### src/rtl/spi_slave_ctrl.sv
`default_nettype none
// ============================================================================
// Module   : spi_slave_ctrl
// Purpose  : SPI responder, mode 0 (CPOL=0, CPHA=0), MSB first. The SPI pins
//            are oversampled in the clk_i domain through synchronisers. Each
//            received word is presented with a one-cycle valid pulse. Transmit
//            words come in through a one-entry valid/ready buffer.
// Ports    : clk_i, rstn_i        system clock, async active-low reset
//            spi_clk_i/cs_n/mosi  SPI pins from the master (asynchronous)
//            spi_miso_o           serial data to the master
//            tx_data/valid/ready  transmit buffer handshake
//            rx_data_o/rx_valid_o last received word and its update pulse
//            tx_underrun_o        word started with the transmit buffer empty
//            busy_o               synchronised chip select is active
// Revision : 1.0 - initial release
// ============================================================================
module spi_slave_ctrl #(
  parameter int unsigned               DATA_WIDTH   = 8,
  parameter int unsigned               SYNC_STAGES  = 2,
  parameter logic [DATA_WIDTH-1:0]     IDLE_PATTERN = 8'hFF
) (
  input  logic                  clk_i,
  input  logic                  rstn_i,
  input  logic                  spi_clk_i,
  input  logic                  spi_cs_n_i,
  input  logic                  spi_mosi_i,
  output logic                  spi_miso_o,
  input  logic [DATA_WIDTH-1:0] tx_data_i,
  input  logic                  tx_valid_i,
  output logic                  tx_ready_o,
  output logic [DATA_WIDTH-1:0] rx_data_o,
  output logic                  rx_valid_o,
  output logic                  tx_underrun_o,
  output logic                  busy_o
);

  localparam int unsigned            c_CNT_W    = $clog2(DATA_WIDTH + 1);
  localparam logic [c_CNT_W-1:0]     c_CNT_FULL = c_CNT_W'(DATA_WIDTH);
  localparam int unsigned            c_MSB      = DATA_WIDTH - 1;

  typedef enum logic [1:0] {
    S_IDLE  = 2'd0,
    S_LOAD  = 2'd1,
    S_SHIFT = 2'd2
  } state_t;

  // --------------------------------------------------------------------------
  // Synchronisers plus one edge-detect register per pin
  // --------------------------------------------------------------------------
  logic [SYNC_STAGES-1:0] r_sck_sync;
  logic [SYNC_STAGES-1:0] r_cs_sync;
  logic [SYNC_STAGES-1:0] r_mosi_sync;
  logic                   r_sck_d;
  logic                   r_cs_d;

  always_ff @(posedge clk_i or negedge rstn_i) begin
    if (!rstn_i) begin
      r_sck_sync  <= '0;
      r_cs_sync   <= '1;   // chip select idles inactive (high)
      r_mosi_sync <= '0;
      r_sck_d     <= 1'b0;
      r_cs_d      <= 1'b1;
    end else begin
      r_sck_sync  <= {r_sck_sync[SYNC_STAGES-2:0], spi_clk_i};
      r_cs_sync   <= {r_cs_sync[SYNC_STAGES-2:0], spi_cs_n_i};
      r_mosi_sync <= {r_mosi_sync[SYNC_STAGES-2:0], spi_mosi_i};
      r_sck_d     <= r_sck_sync[SYNC_STAGES-1];
      r_cs_d      <= r_cs_sync[SYNC_STAGES-1];
    end
  end

  logic w_sck_s, w_cs_s, w_mosi_s;
  logic w_sck_rise, w_sck_fall, w_cs_fall, w_cs_rise;

  assign w_sck_s    = r_sck_sync[SYNC_STAGES-1];
  assign w_cs_s     = r_cs_sync[SYNC_STAGES-1];
  assign w_mosi_s   = r_mosi_sync[SYNC_STAGES-1];
  assign w_sck_rise =  w_sck_s & ~r_sck_d;
  assign w_sck_fall = ~w_sck_s &  r_sck_d;
  assign w_cs_fall  = ~w_cs_s  &  r_cs_d;
  assign w_cs_rise  =  w_cs_s  & ~r_cs_d;

  // --------------------------------------------------------------------------
  // State machine
  // --------------------------------------------------------------------------
  state_t               r_state;
  state_t               w_state_nxt;
  logic                 w_do_load;
  logic                 w_word_done;
  logic                 w_abort;
  logic                 w_miso;

  logic [c_CNT_W-1:0]    r_cnt;
  logic [DATA_WIDTH-1:0] r_tx_shift;
  logic [DATA_WIDTH-1:0] r_rx_shift;
  logic [DATA_WIDTH-1:0] r_buf;
  logic                  r_buf_full;
  logic [DATA_WIDTH-1:0] r_rx_data;
  logic                  r_rx_valid;
  logic                  r_tx_underrun;

  always_ff @(posedge clk_i or negedge rstn_i) begin
    if (!rstn_i) begin
      r_state <= S_IDLE;
    end else begin
      r_state <= w_state_nxt;
    end
  end

  always_comb begin
    w_state_nxt = r_state;
    w_do_load   = 1'b0;
    w_word_done = 1'b0;
    w_abort     = 1'b0;
    w_miso      = 1'b0;
    case (r_state)
      S_IDLE: begin
        if (w_cs_fall) begin
          w_state_nxt = S_LOAD;
        end
      end
      S_LOAD: begin
        w_do_load   = 1'b1;
        w_state_nxt = S_SHIFT;
      end
      S_SHIFT: begin
        w_miso = r_tx_shift[c_MSB];
        // Counter reached full on the previous rise: hand the word over
        // and reload for a possible back-to-back word.
        if (r_cnt == c_CNT_FULL) begin
          w_word_done = 1'b1;
          w_state_nxt = S_LOAD;
        end
      end
      default: begin
        w_state_nxt = S_IDLE;
      end
    endcase
    // Chip-select release wins over everything and drops a partial word.
    if (w_cs_rise) begin
      w_abort     = 1'b1;
      w_do_load   = 1'b0;
      w_word_done = 1'b0;
      w_state_nxt = S_IDLE;
    end
  end

  // --------------------------------------------------------------------------
  // Datapath: shift registers, bit counter, transmit buffer, output pulses
  // --------------------------------------------------------------------------
  always_ff @(posedge clk_i or negedge rstn_i) begin
    if (!rstn_i) begin
      r_cnt         <= '0;
      r_tx_shift    <= '0;
      r_rx_shift    <= '0;
      r_buf         <= '0;
      r_buf_full    <= 1'b0;
      r_rx_data     <= '0;
      r_rx_valid    <= 1'b0;
      r_tx_underrun <= 1'b0;
    end else begin
      r_rx_valid    <= 1'b0;
      r_tx_underrun <= 1'b0;

      // Handshake only when empty; LOAD only clears when full, so the two
      // never collide. A handshake during LOAD lands for the next word.
      if (tx_valid_i && !r_buf_full) begin
        r_buf      <= tx_data_i;
        r_buf_full <= 1'b1;
      end

      if (w_abort) begin
        r_cnt      <= '0;
        r_tx_shift <= '0;
        r_rx_shift <= '0;
      end else if (w_do_load) begin
        if (r_buf_full) begin
          r_tx_shift <= r_buf;
          r_buf_full <= 1'b0;
        end else begin
          r_tx_shift    <= IDLE_PATTERN;
          r_tx_underrun <= 1'b1;
        end
      end else if (w_word_done) begin
        r_rx_data  <= r_rx_shift;
        r_rx_valid <= 1'b1;
        r_cnt      <= '0;
      end else if (r_state == S_SHIFT) begin
        if (w_sck_rise) begin
          r_rx_shift <= {r_rx_shift[c_MSB-1:0], w_mosi_s};
          r_cnt      <= r_cnt + c_CNT_W'(1);
        end
        // A fall with the counter at zero is the trailing edge of the
        // previous word arriving after the reload; shifting then would
        // throw away the MSB of the freshly loaded word.
        if (w_sck_fall && (r_cnt != '0) && (r_cnt != c_CNT_FULL)) begin
          r_tx_shift <= {r_tx_shift[c_MSB-1:0], 1'b0};
        end
      end
    end
  end

  assign spi_miso_o    = w_miso;
  assign tx_ready_o    = ~r_buf_full;
  assign rx_data_o     = r_rx_data;
  assign rx_valid_o    = r_rx_valid;
  assign tx_underrun_o = r_tx_underrun;
  assign busy_o        = ~w_cs_s;

endmodule
`default_nettype wire

### config.mk
export PLATFORM = sky130hd
export DESIGN_NAME = spi_slave_ctrl
export DESIGN_NICKNAME = d
export VERILOG_FILES = /design/src/rtl/spi_slave_ctrl.sv
export SDC_FILE = /design/constraint.sdc
export NUM_CORES = 1
export LEC_CHECK = 0
export CORE_AREA = 4 4 68 70
export DETAILED_ROUTE_END_ITERATION = 8
export DIE_AREA = 0 0 72 74
export HOLD_SLACK_MARGIN = 0.02
export PLACE_DENSITY_LB_ADDON = 0.05
export SYNTH_ARGS = -nofsm -noshare
export SYNTH_HDL_FRONTEND = slang
export SYNTH_SLANG_ARGS = --single-unit
### constraint.sdc
create_clock -name clk_i -period 2.1 [get_ports clk_i]
set_input_delay 0.42 -clock clk_i [delete_from_list [all_inputs] [get_ports clk_i]]
set_output_delay 0.42 -clock clk_i [all_outputs]
set_load 0.01 [all_outputs]
After elaboration in Yosys (flattened, before gate mapping)
Cells that the tools add are included.

operators by class
  div/mod/pow operators = 0
  shift operators = 0
  muxes and demuxes = 37
  magnitude comparators = 0
  reduce and logical (&&, ||, !) cells = 17
  add/subtract/negate cells = 1
  equality and inequality tests = 9
  bitwise logic cells = 11
  multipliers = 0

operators by type and width
  kind                                                  number
  two-way mux 8 bit                                     11
  two-way mux 4 bit                                     5
  two-way mux 1 bit                                     17
  nonzero test 3 bit                                    4
  AND reduction 3 bit                                   3
  NOT 1 bit                                             7
  two-way mux 2 bit                                     3
  != test 3 bit (second input constant)                 2
  one-hot mux 2 bit (3 select lines)                    1
  adder 4 x 1 -> 4 bit (second input constant)          1
  bitwise AND 1 bit                                     4
  equality test 4 bit (second input constant)           1
  != test 2 x 1 -> 1 bit (second input constant)        2
  != test 4 bit (second input constant)                 1
  AND reduction 4 bit                                   1
  nonzero test 2 bit                                    2
  nonzero test 4 bit                                    1
  logical AND 1 bit                                     3
  != test 3 x 2 -> 1 bit (second input constant)        1
  equality test 2 x 1 -> 1 bit (second input constant)  1
  equality test 2 bit (second input constant)           1
  logical NOT 2 bit                                     1
  AND reduction 2 bit                                   1
  logical NOT 1 bit                                     1

storage, ports and cells
  output and inout bits = 13
  bits in read-only memories = 0
  memory bits (writable) = 0
  bits in latches = 0
  register bits = 49
  word-level logic and storage cells = 89
  memories = 0

Logic depth before layout (Yosys ltp)
Gate-level depths: netlist (run 1).

  depth after elaboration = 9
  mapped depth = 6
  gate-level depth less buffers = 5

Worst setup path before layout (run 1)
OpenSTA, ideal clock, no wires.

  path kind = reg-to-reg
  start point = register r_cs_d
  end point = register r_rx_data[0], in the netlist rx_data_o[0]
  library setup time = 0.125 ns
  data arrival time = 1.569 ns
  setup slack = 0.406 ns
  period minus slack after synthesis = 1.694 ns
  stages on the path, launching flop included = 6
  data required time = 1.975 ns
  cell sequence = dfstp_2 > inv_1 > ha_1 > or3_1 > buf_6 > mux2_4

on the way
  longest elaborated chain between the ends = 5

RTL lines
  element                                 line  RTL
  start, declared                         54    logic r_cs_d;
  start signal, assigned                  68    r_cs_d <= r_cs_sync[SYNC_STAGES-1];
  NOT 1 bit *                             81    assign w_cs_rise = w_cs_s & ~r_cs_d;
  bitwise AND 1 bit *                     81
  two-way mux 1 bit                       140   if (w_cs_rise) begin
  NOT 1 bit (no source line)              n/a
  AND reduction 3 bit (no source line) *  n/a
  end signal, assigned                    185   r_rx_data <= r_rx_shift;
  end, declared                           98    logic [DATA_WIDTH-1:0] r_rx_data;

Mark *: on every way between the ends. The rest lies on a longest branch, timed or not.
A chain may end at the register's enable or synchronous reset.

Final worst setup path (run 1)
  start point = register r_cnt[0]
  end point = register r_rx_data[2], in the netlist rx_data_o[2]

on the way
  longest elaborated chain between the ends = 5

RTL lines
  element                               line  RTL
  start, declared                       93    logic [c_CNT_W-1:0] r_cnt;
  start signal, assigned                191   r_cnt <= r_cnt + c_CNT_W'(1);
  equality test 4 bit                   130   if (r_cnt == c_CNT_FULL) begin
  two-way mux 1 bit                     130
  two-way mux 1 bit                     116   case (r_state)
  two-way mux 1 bit                     140
  AND reduction 3 bit (no source line)  n/a

No other way between the ends.

==> results of run 1 <==
cells in the mapped netlist, types with 2 or more instances:
library cell / count
nor2b_1: 2
ha_1: 3
buf_2: 2
o22a_1: 7
nand2b_1: 4
nor4bb_1: 2
mux2_4: 8
dfstp_2: 3
nand3_1: 9
inv_1: 22
nand2_1: 8
nor2_1: 5
clkbuf_1: 10
or4_1: 3
a21oi_1: 18
o21ai_0: 16
dfrtp_1: 46
a311oi_1: 7
area by class of cell:
type / count / area, um^2
sequential: 49 / 1230
timing repair buffer: 34 / 330
fill: 324 / 1420
clock buffer: 8 / 90.1
multi-input combinational: 108 / 756
tap: 50 / 62.6
inverter: 22 / 82.6
power by group:
part / total (uW) / switching (uW) / internal, uW
clock network: 549 / 280 / 269
logic: 633 / 344 / 289
registers: 1240 / 102 / 1140
total: 2430 / 726 / 1700
critical path: stages (launching register included):
cell	delay (ns)
dfrtp_1	0.41
inv_1	0.10
ha_1	0.19
nand3b_1	0.10
or3_1	0.58
mux2_4	0.37
routing by layer:
metal | track usage (%) | wire [um] | vias to the layer above
li1 | - | - | 724
met1 | 21.5 | 1760 | 696
met2 | 27.6 | 1920 | 40
met3 | 5.14 | 189 | 4
met4 | 5.64 | 37 | 0
met5 | 0 | 0 | -
how the worst max path moves through the flow:
stage / from / to / slack, ns / depth (start not counted)
after floorplan: r_cs_d$_DFF_PN1_ / rx_data_o[0]$_DFFE_PN0P_ / 0.41 / 5
after global placement: r_cs_d$_DFF_PN1_ / rx_data_o[0]$_DFFE_PN0P_ / 0.30 / 4
after detailed placement: r_cnt[0]$_DFFE_PN0P_ / rx_data_o[2]$_DFFE_PN0P_ / 0.24 / 5
after CTS: r_state[0]$_DFFE_PN0P_ / spi_miso_o / 0.05 / 3
after global routing: r_cnt[0]$_DFFE_PN0P_ / rx_data_o[2]$_DFFE_PN0P_ / 0.09 / 5
final: r_cnt[0]$_DFFE_PN0P_ / rx_data_o[2]$_DFFE_PN0P_ / 0.22 / 5
sequential cells by signal, indices dropped and copies added (netlist names):
| name | count |
|---|---|
| r_cnt | 4 |
| r_tx_shift | 8 |
| r_sck_sync | 2 |
| r_buf | 8 |
| r_sck_d | 1 |
| rx_data_o | 8 |
| rx_valid_o | 1 |
| r_cs_sync | 2 |
| r_rx_shift | 8 |
| r_buf_full | 1 |
| r_mosi_sync | 2 |
| r_cs_d | 1 |
| r_state | 2 |
| tx_underrun_o | 1 |
placed cells by master, fill, tap and decap left out, drive strengths merged, types with 2 or more instances in the layout:
master,count
nand2,8
nand3,9
nor2,5
a21oi,18
ha,3
clkbuf,8
a311oi,7
o21ai,16
mux2,9
nor4bb,2
o22a,7
inv,22
or4,3
dfrtp,46
buf,9
nand2b,5
nor2b,2
dfstp,3
clkdlybuf4s50,24
logic make-up (layout without fill, tap and decap cells):
kind of cell / Yosys count / in the layout / share of synthesized area (%)
compound gates: 55 / 55 / 16.3
fa+ha+maj: 3 / 3 / 1.76
buf+inv: 36 / 64 / 6.81
flops: 49 / 49 / 57.7
mux: 10 / 10 / 6.64
simple gates: 40 / 40 / 10.8
per-stage QoR:
stage,hold slack [ns],cells
floorplan,0.124,193
global placement,0.335,263
detailed placement,0.345,263
CTS,0.125,271
global route,0.145,271
finish,0.114,271
==> summary.md, run 1 <==
| Metric | Value |
|---|---|
| Run status | `completed` |
| Root Driver | `clkbuf_8` |
| Antenna Cells | `0` |
| Final setup viols | `0` |
| DRT Wirelength | `3.91 mm` |
| Resized Gates After CTS | `0` |
| CP required | `2.28 ns` |
| Fraction of layout cells with a size suffix above 1 | `14.0%` |
| Max Cap Viol | `0` |
| Final Max Slew Viols | `0` |
| CTS Buffer Depth | `2` |
| CP Max Fanout | `9` |
| Clk_lat worst skew | `0.29 ns` |
| Post-route minimum period | `1.88 ns` |
| Clk sinks | `49` |
| Dpl ws | `0.240 ns` |
| Final Total Pwr | `2430 uW` |
| IO buf count | `26` |
| Ys Warns | `0` |
| Ranking of synthesized cells by area | `dfrtp_1, mux2_4, a21oi_1` |
| Synthesized flop and latch total | `49` |
| Setup Skew | `0.00616 ns` |
| Fmax | `533 MHz` |
| Post-Syn Area | `2130 um^2` |
| Fraction of registers with async set/reset | `100%` |
| R2R Setup Slk | `0.22 ns` |
| # H-tree levels | `2` |
| Nets@finish | `237` |
| HPWL after DPL | `2.87 mm` |
| DRC | `0` |
| Initial Utilization | `53.7%` |
| Grt ovf | `0` |
| Vias per inst | `5.40` |
| Area grow syn2layout | `19.8%` |
| Final worst setup slack | `0.225 ns` |
| Via Count | `1464` |
| Num CTS Buffers | `5` |
| DRT antenna net count | `0` |
| Top_reg_cell synth | `dfrtp_1` |
| FF-to-FF path depth | `5` |
| Critical path launch point type | `register` |
| Number of global-route vias before repair | `1504` |
| Post-synthesis net count | `210` |
| Initial antenna violation count | `0` |
| Core outline area | `3970 um^2` |
| Drt pass-1 iters | `4` |
| CP Capture Type | `register` |
| Synth unique cells | `36` |
| Reg-to-Reg End | `rx_data_o[2]$_DFFE_PN0P_` |
| Slew headroom | `59.4%` |
| Reg clk slew, reported paths | `0.08 ns` |
| RR Startpoint | `r_cnt[0]$_DFFE_PN0P_` |
| WL/cell | `14.4 um` |
| DP Area | `2460 um^2` |
| Sequential share of the synthesized area | `57.7%` |
| Cell Rows | `23` |
| Post-synth top area share | `54.0%` |
| Maximum VDD drop | `0.000691 V` |
| Layout Utilization | `64.3%` |
| CTS tree | `yes` |
| Number of synthesized flops with an enable pin | `0` |
| Synth Area per Inst | `11.0 um^2` |
| Post-CTS Hold Buffers | `0` |
| Total setup buffers inserted after CTS | `0` |
| Lkg Pwr | `0.00119 uW` |
| RSZ-0062 raised after global routing | `false` |
| Cells after Synth | `193` |
| First-pass GRT wire length | `6.86 mm` |
| Setup TNS | `0 ns` |
| Crit path DAT | `2.06 ns` |
| DIE AREA | `5330 um^2` |
| Worst hold path class | `primary input to async pin` |
| GRT Total Usage | `16.8%` |
| Die X | `72 um` |
| Routability cong. | `0.777` |
| Final cycle utilization of the critical path | `89.3%` |
| Die height | `74 um` |
| Finished Cell Area | `2550 um^2` |
| Final hold vios | `0` |
| Iteration-0 DRC Markers | `71` |
| Yosys top cell by area | `dfrtp_1` |
| Largest net degree at the start of global routing | `27` |
| Pwr dens | `950 nW/um^2` |
| WS Path Type | `register to register` |
| IO Count | `27` |
| Worst Max-Slew Pin Slew | `0.607 ns` |
(Power assumes the default switching activity.)
==> inputs of run 2 (changes only) <==
--- a/config.mk
+++ b/config.mk
@@ -7,2 +7,3 @@
 export LEC_CHECK = 0
+export ABC_CLOCK_PERIOD_IN_PS = 2100
 export CORE_AREA = 4 4 68 70
@@ -12,2 +13,3 @@
 export PLACE_DENSITY_LB_ADDON = 0.05
+export SKIP_CTS_REPAIR_TIMING = 1
 export SYNTH_ARGS = -nofsm -noshare
==> constraint.sdc (replaced) <==
create_clock -name clk_i -period 2.1 [get_ports clk_i]
set_input_delay 0.63 -clock clk_i [delete_from_list [all_inputs] [get_ports clk_i]]
set_output_delay 0.63 -clock clk_i [all_outputs]
set_load 0.01 [all_outputs]
==> run 2 against run 1 <==
- via count is 3.1% higher
- highest routed layer unchanged
- core utilization is 0.31 points lower
- register-to-register slack hardly changed
- total power is 0.69% higher
- non-clock buffer count stayed put
- sequential share of layout area is 0.24 points higher
- combinational power is 0.9% higher
==> summary.md, run 2 (synthesized netlist as in run 1, its figures left out) <==
| Metric | Value |
|---|---|
| Die X | `72 um` |
| Antenna Cells | `0` |
| Core outline area | `3970 um^2` |
| Clk sinks | `49` |
| Area grow syn2layout | `19.2%` |
| FF-to-FF path depth | `5` |
| RR Startpoint | `r_cnt[0]$_DFFE_PN0P_` |
| Slowest stage delay, CP | `0.56 ns` |
| Root Driver | `clkbuf_8` |
| Finished Layout Cells | `271` |
| IO Count | `27` |
| Drt pass-1 iters | `4` |
| Via Count | `1510` |
| Setup crit start | `r_cs_sync[1]$_DFF_PN1_` |
| Num CTS Buffers | `5` |
| IO buf count | `26` |
| Worst hold path class | `register to register` |
| Final Max Slew Viols | `0` |
| Number of global-route vias before repair | `1521` |
| WS Path Type | `register to output pin` |
| Post-route minimum period | `2.00 ns` |
| CP max stage cell | `dfstp_2` |
| Lkg Pwr | `0.00119 uW` |
| CP required | `1.47 ns` |
| Most frequent cells in the layout | `dfrtp_1, clkdlybuf4s50_1, inv_1` |
| Final cycle utilization of the critical path | `95.0%` |
| Most common cell after layout, fill and taps aside | `dfrtp_1` |
| CP Max Fanout | `3` |
| Maximum VDD drop | `0.000571 V` |
| DRT Wirelength | `3.98 mm` |
| Grt ovf | `0` |
| Seq pwr share | `51.0%` |
| Cell Rows | `23` |
| Routability cong. | `0.785` |
| Final hold vios | `0` |
| Crit path DAT | `1.37 ns` |
| WL/cell | `14.7 um` |
| Cells along the critical path | `inv_1 > clkdlybuf4s50_1` |
| Switch Pwr | `778 uW` |
| Vias per inst | `5.57` |
| Nets@finish | `237` |
| Gate power share | `26.2%` |
| Critical Path End | `busy_o` |
| Worst Max-Slew Pin Slew | `0.628 ns` |
| DRT antenna net count | `0` |
| RSZ-0062 raised after global routing | `false` |
| Iteration-0 DRC Markers | `106` |
| Clock Power Share | `22.8%` |
| CTS tree | `yes` |
| Final setup viols | `0` |
| CP Capture Type | `output pin` |
| Pwr dens | `962 nW/um^2` |
| Switch share | `31.9%` |
| CTS Buffer Depth | `2` |
| Run status | `completed` |
| Largest net degree at the start of global routing | `50` |
| Clk_lat worst skew | `0.30 ns` |
| R2R Setup Slk | `0.22 ns` |
| Initial antenna violation count | `0` |
| Fraction of layout cells with a size suffix above 1 | `14.9%` |
| Fmax | `501 MHz` |
| Final Total Pwr | `2440 uW` |
| Die height | `74 um` |
| Slew headroom | `58.0%` |
| Internal Power | `1660 uW` |
| # H-tree levels | `2` |
| Post-Place Cells | `263` |
| Initial Utilization | `53.7%` |
| Setup Skew | `0.00811 ns` |
| DRC | `0` |
| HPWL after DPL | `2.79 mm` |
| First-pass GRT wire length | `6.69 mm` |
| Reg clk slew, reported paths | `0.09 ns` |
| DIE AREA | `5330 um^2` |
| GRT Total Usage | `16.2%` |
| Reg-to-Reg End | `rx_data_o[2]$_DFFE_PN0P_` |
| Critical path launch point type | `register` |
| Max Cap Viol | `0` |
-- run 2: worst max-delay path: cells and delay by family, from the launching register on --
kind	cells	cell delay [ns]
buffers and inverters	2	0.51
flip-flops	1	0.56
-- run 2: how the worst min path moves through the flow --
stage	startpoint	endpoint	slack, ns	cells after the start
global route	r_sck_sync[0]$_DFF_PN0_	r_sck_sync[1]$_DFF_PN0_	0.36	0
finish	r_sck_sync[0]$_DFF_PN0_	r_sck_sync[1]$_DFF_PN0_	0.35	0
CTS	r_sck_sync[0]$_DFF_PN0_	r_sck_sync[1]$_DFF_PN0_	0.36	0
detailed placement	r_sck_sync[0]$_DFF_PN0_	r_sck_sync[1]$_DFF_PN0_	0.33	0
floorplan	rstn_i	r_buf[0]$_DFFE_PN0P_	0.33	0
global placement	r_sck_sync[0]$_DFF_PN0_	r_sck_sync[1]$_DFF_PN0_	0.33	0
-- run 2: area by class of cell --
cell class,instances,area (um^2)
multi-input combinational,108,756
fill,313,1430
clock inverter,3,21.3
tap,50,62.6
timing repair buffer,34,318
clock buffer,5,68.8
sequential,49,1230
inverter,22,82.6
-- run 2: power groups by stage --
stage	registers [uW]	logic [uW]	clock network, uW
floorplan	1240	449	0
global placement	1250	617	0
detailed placement	1260	642	0
CTS	1250	646	575
global route	1270	715	621
finish	1250	639	558
-- run 2: routing by layer --
| metal | vias up | wire length [um] | share of wire [%] | global-route usage [%] |
|---|---|---|---|---|
| met5 | - | 0 | 0 | 0 |
| met3 | 8 | 163 | 4.1 | 4.32 |
| met1 | 748 | 1800 | 45 | 20.0 |
| met4 | 0 | 68 | 1.7 | 6.47 |
| met2 | 33 | 1940 | 49 | 27.4 |
| li1 | 721 | - | - | - |
-- run 2: through the flow --
stage	hold slack [ns]	worst slack (ns)	setup TNS [ns]	utilization (%)	instance area, um^2
after floorplan	0.331	0.406	0	-	2130
after global placement	0.332	0.207	0	61.6	2450
after detailed placement	0.335	0.182	0	61.6	2450
after CTS	0.355	-0.163	-0.163	63.9	2540
after global routing	0.364	0.0566	0	64.0	2540
final	0.354	0.104	0	64.0	2540
==> inputs of run 3 (changes only) <==
- ABC_CLOCK_PERIOD_IN_PS: 2100 -> 2570
- CTS_CLUSTER_DIAMETER: default -> 120
- clock period: 2.1 -> 2.57 ns (I/O delays scaled with it)
==> run 3 against run 2 <==
- global-route usage grew 0.096 points
- clock power grew 1%
- via count is the same
- critical path type unchanged
- sequential power shrank 17%
- combinational power shrank 24%
- setup slack gained 0.075 ns
- clock-buffer cell count grew 1
- design area grew 1.2%
==> summary.md, run 3 (synthesized netlist as in run 1, its figures left out) <==
| Metric | Value |
|---|---|
| Run status | `completed` |
| Met2 Use GR | `28.3%` |
| # H-tree levels | `2` |
| Via Count | `1510` |
| CP Capture Type | `output pin` |
| RSZ-0062 raised after global routing | `false` |
| CTS Buffer Depth | `2` |
| CP required | `1.80 ns` |
| Max Cap Viol | `0` |
| Final cycle utilization of the critical path | `93.0%` |
| Final setup viols | `0` |
| R2R Setup Slk | `0.69 ns` |
| Cell Rows | `23` |
| GRT Total Usage | `16.3%` |
| Die height | `74 um` |
| Post-Place Cells | `262` |
| DRT Wirelength | `3.86 mm` |
| M3 GR Usage | `4.59%` |
| DRC | `0` |
| Clk sinks | `49` |
| Reg clk slew, reported paths | `0.09 ns` |
| WS Path Type | `register to output pin` |
| Area grow syn2layout | `20.7%` |
| HPWL after DPL | `2.77 mm` |
| Fmax | `418 MHz` |
| Grt ovf | `0` |
| Most common cell after layout, fill and taps aside | `dfrtp_1` |
| Worst Max-Slew Pin Slew | `0.601 ns` |
| Routability cong. | `0.779` |
| GR peak layer | `met2` |
| DIE AREA | `5330 um^2` |
| Setup Skew | `0.00411 ns` |
| Number of global-route vias before repair | `1529` |
| Core outline area | `3970 um^2` |
| Setup TNS | `0 ns` |
| Nets@finish | `236` |
| Die X | `72 um` |
| Largest net degree at the start of global routing | `50` |
| IO buf count | `26` |
| Antenna Cells | `0` |
| First-pass GRT wire length | `6.71 mm` |
| Slew headroom | `59.9%` |
| Final hold vios | `0` |
| DRT antenna net count | `0` |
| Iteration-0 DRC Markers | `124` |
| Final Max Slew Viols | `0` |
| Clk_lat worst skew | `0.29 ns` |
| Critical path launch point type | `register` |
| Most frequent cells in the layout | `dfrtp_1, clkdlybuf4s50_1, inv_1` |
| Pwr dens | `811 nW/um^2` |
| Initial Utilization | `53.7%` |
| Finished Layout Cells | `270` |
| Met1 GRT Util | `19.4%` |
| IO Count | `27` |
| Initial antenna violation count | `0` |
| Num CTS Buffers | `5` |
| Fraction of layout cells with a size suffix above 1 | `14.1%` |
| Post-route minimum period | `2.39 ns` |
| Lkg Pwr | `0.00118 uW` |
| Crit path DAT | `1.62 ns` |
| CTS tree | `yes` |
| Worst hold path class | `register to register` |
| Vias per inst | `5.59` |
| Root Driver | `clkbuf_8` |
| Drt pass-1 iters | `4` |
| Maximum VDD drop | `0.000401 V` |
| CP Max Fanout | `7` |
| WL/cell | `14.3 um` |
==> run 3: cell count changes in the layout (fill, tap and decap cells not counted) <==
cell             change
buf_12               +1
buf_4                -2
bufinv_16            +1
clkbuf_8             +1
clkdlybuf4s50_1      +1
clkinv_2             -1
dfrtp_1              +1
dfrtp_2              -1
dlymetal6s2s_1       -1
inv_6                -1
==> run 3: worst max-delay path, stage by stage, from the launching register on <==
cell	delay [ns]
dfrtp_1	0.44
nand2b_2	0.24
nor2_1	0.10
clkdlybuf4s50_1	0.54
==> run 3: cell type report <==
class | instances | area (um^2)
well taps | 50 | 62.6
multi-input cells | 108 | 756
repair buffers | 33 | 320
inverters | 22 | 82.6
flip-flops and latches | 49 | 1230
fillers | 313 | 1400
clock inverters | 2 | 37.5
clock buffers | 6 | 82.6
==> run 3: metrics by stage <==
stage	power (uW)	hold WS, ns	cell area [um^2]	utilization [%]	worst slack, ns
global route	2230	0.365	2570	64.7	0.0597
global placement	1510	0.332	2450	61.7	0.537
detailed placement	1540	0.338	2450	61.7	0.498
finish	2090	0.356	2570	64.7	0.179
floorplan	1380	0.331	2130	-	0.876
CTS	2110	0.359	2570	64.7	0.157
==> run 3: final timing paths <==
check                                         from                  endpoint  cells past startpoint
max in group asynchronous                   rstn_i          r_cs_d$_DFF_PN1_                      2
max reg2reg                   r_cnt[0]$_DFFE_PN0P_  rx_data_o[3]$_DFFE_PN0P_                      5
min in group asynchronous                   rstn_i      rx_valid_o$_DFF_PN0_                      2
min reg2reg                r_sck_sync[0]$_DFF_PN0_   r_sck_sync[1]$_DFF_PN0_                      0
max                         r_state[0]$_DFFE_PN0P_                spi_miso_o                      3
min                        r_sck_sync[0]$_DFF_PN0_   r_sck_sync[1]$_DFF_PN0_                      0
==> run 3: power by group <==
| group | internal [uW] | leakage, uW | total [uW] | switching (uW) |
|---|---|---|---|---|
| clock network | 316 | 0.0000574 | 564 | 247 |
| registers | 932 | 0.000629 | 1040 | 103 |
| logic | 228 | 0.000496 | 487 | 259 |
| total | 1480 | 0.00118 | 2090 | 610 |
==> run 3: routing by layer <==
layer	vias up	part of all wire (%)
li1	724	-
met1	739	42
met2	43	51
met3	4	5.6
met4	0	0.98
met5	-	0
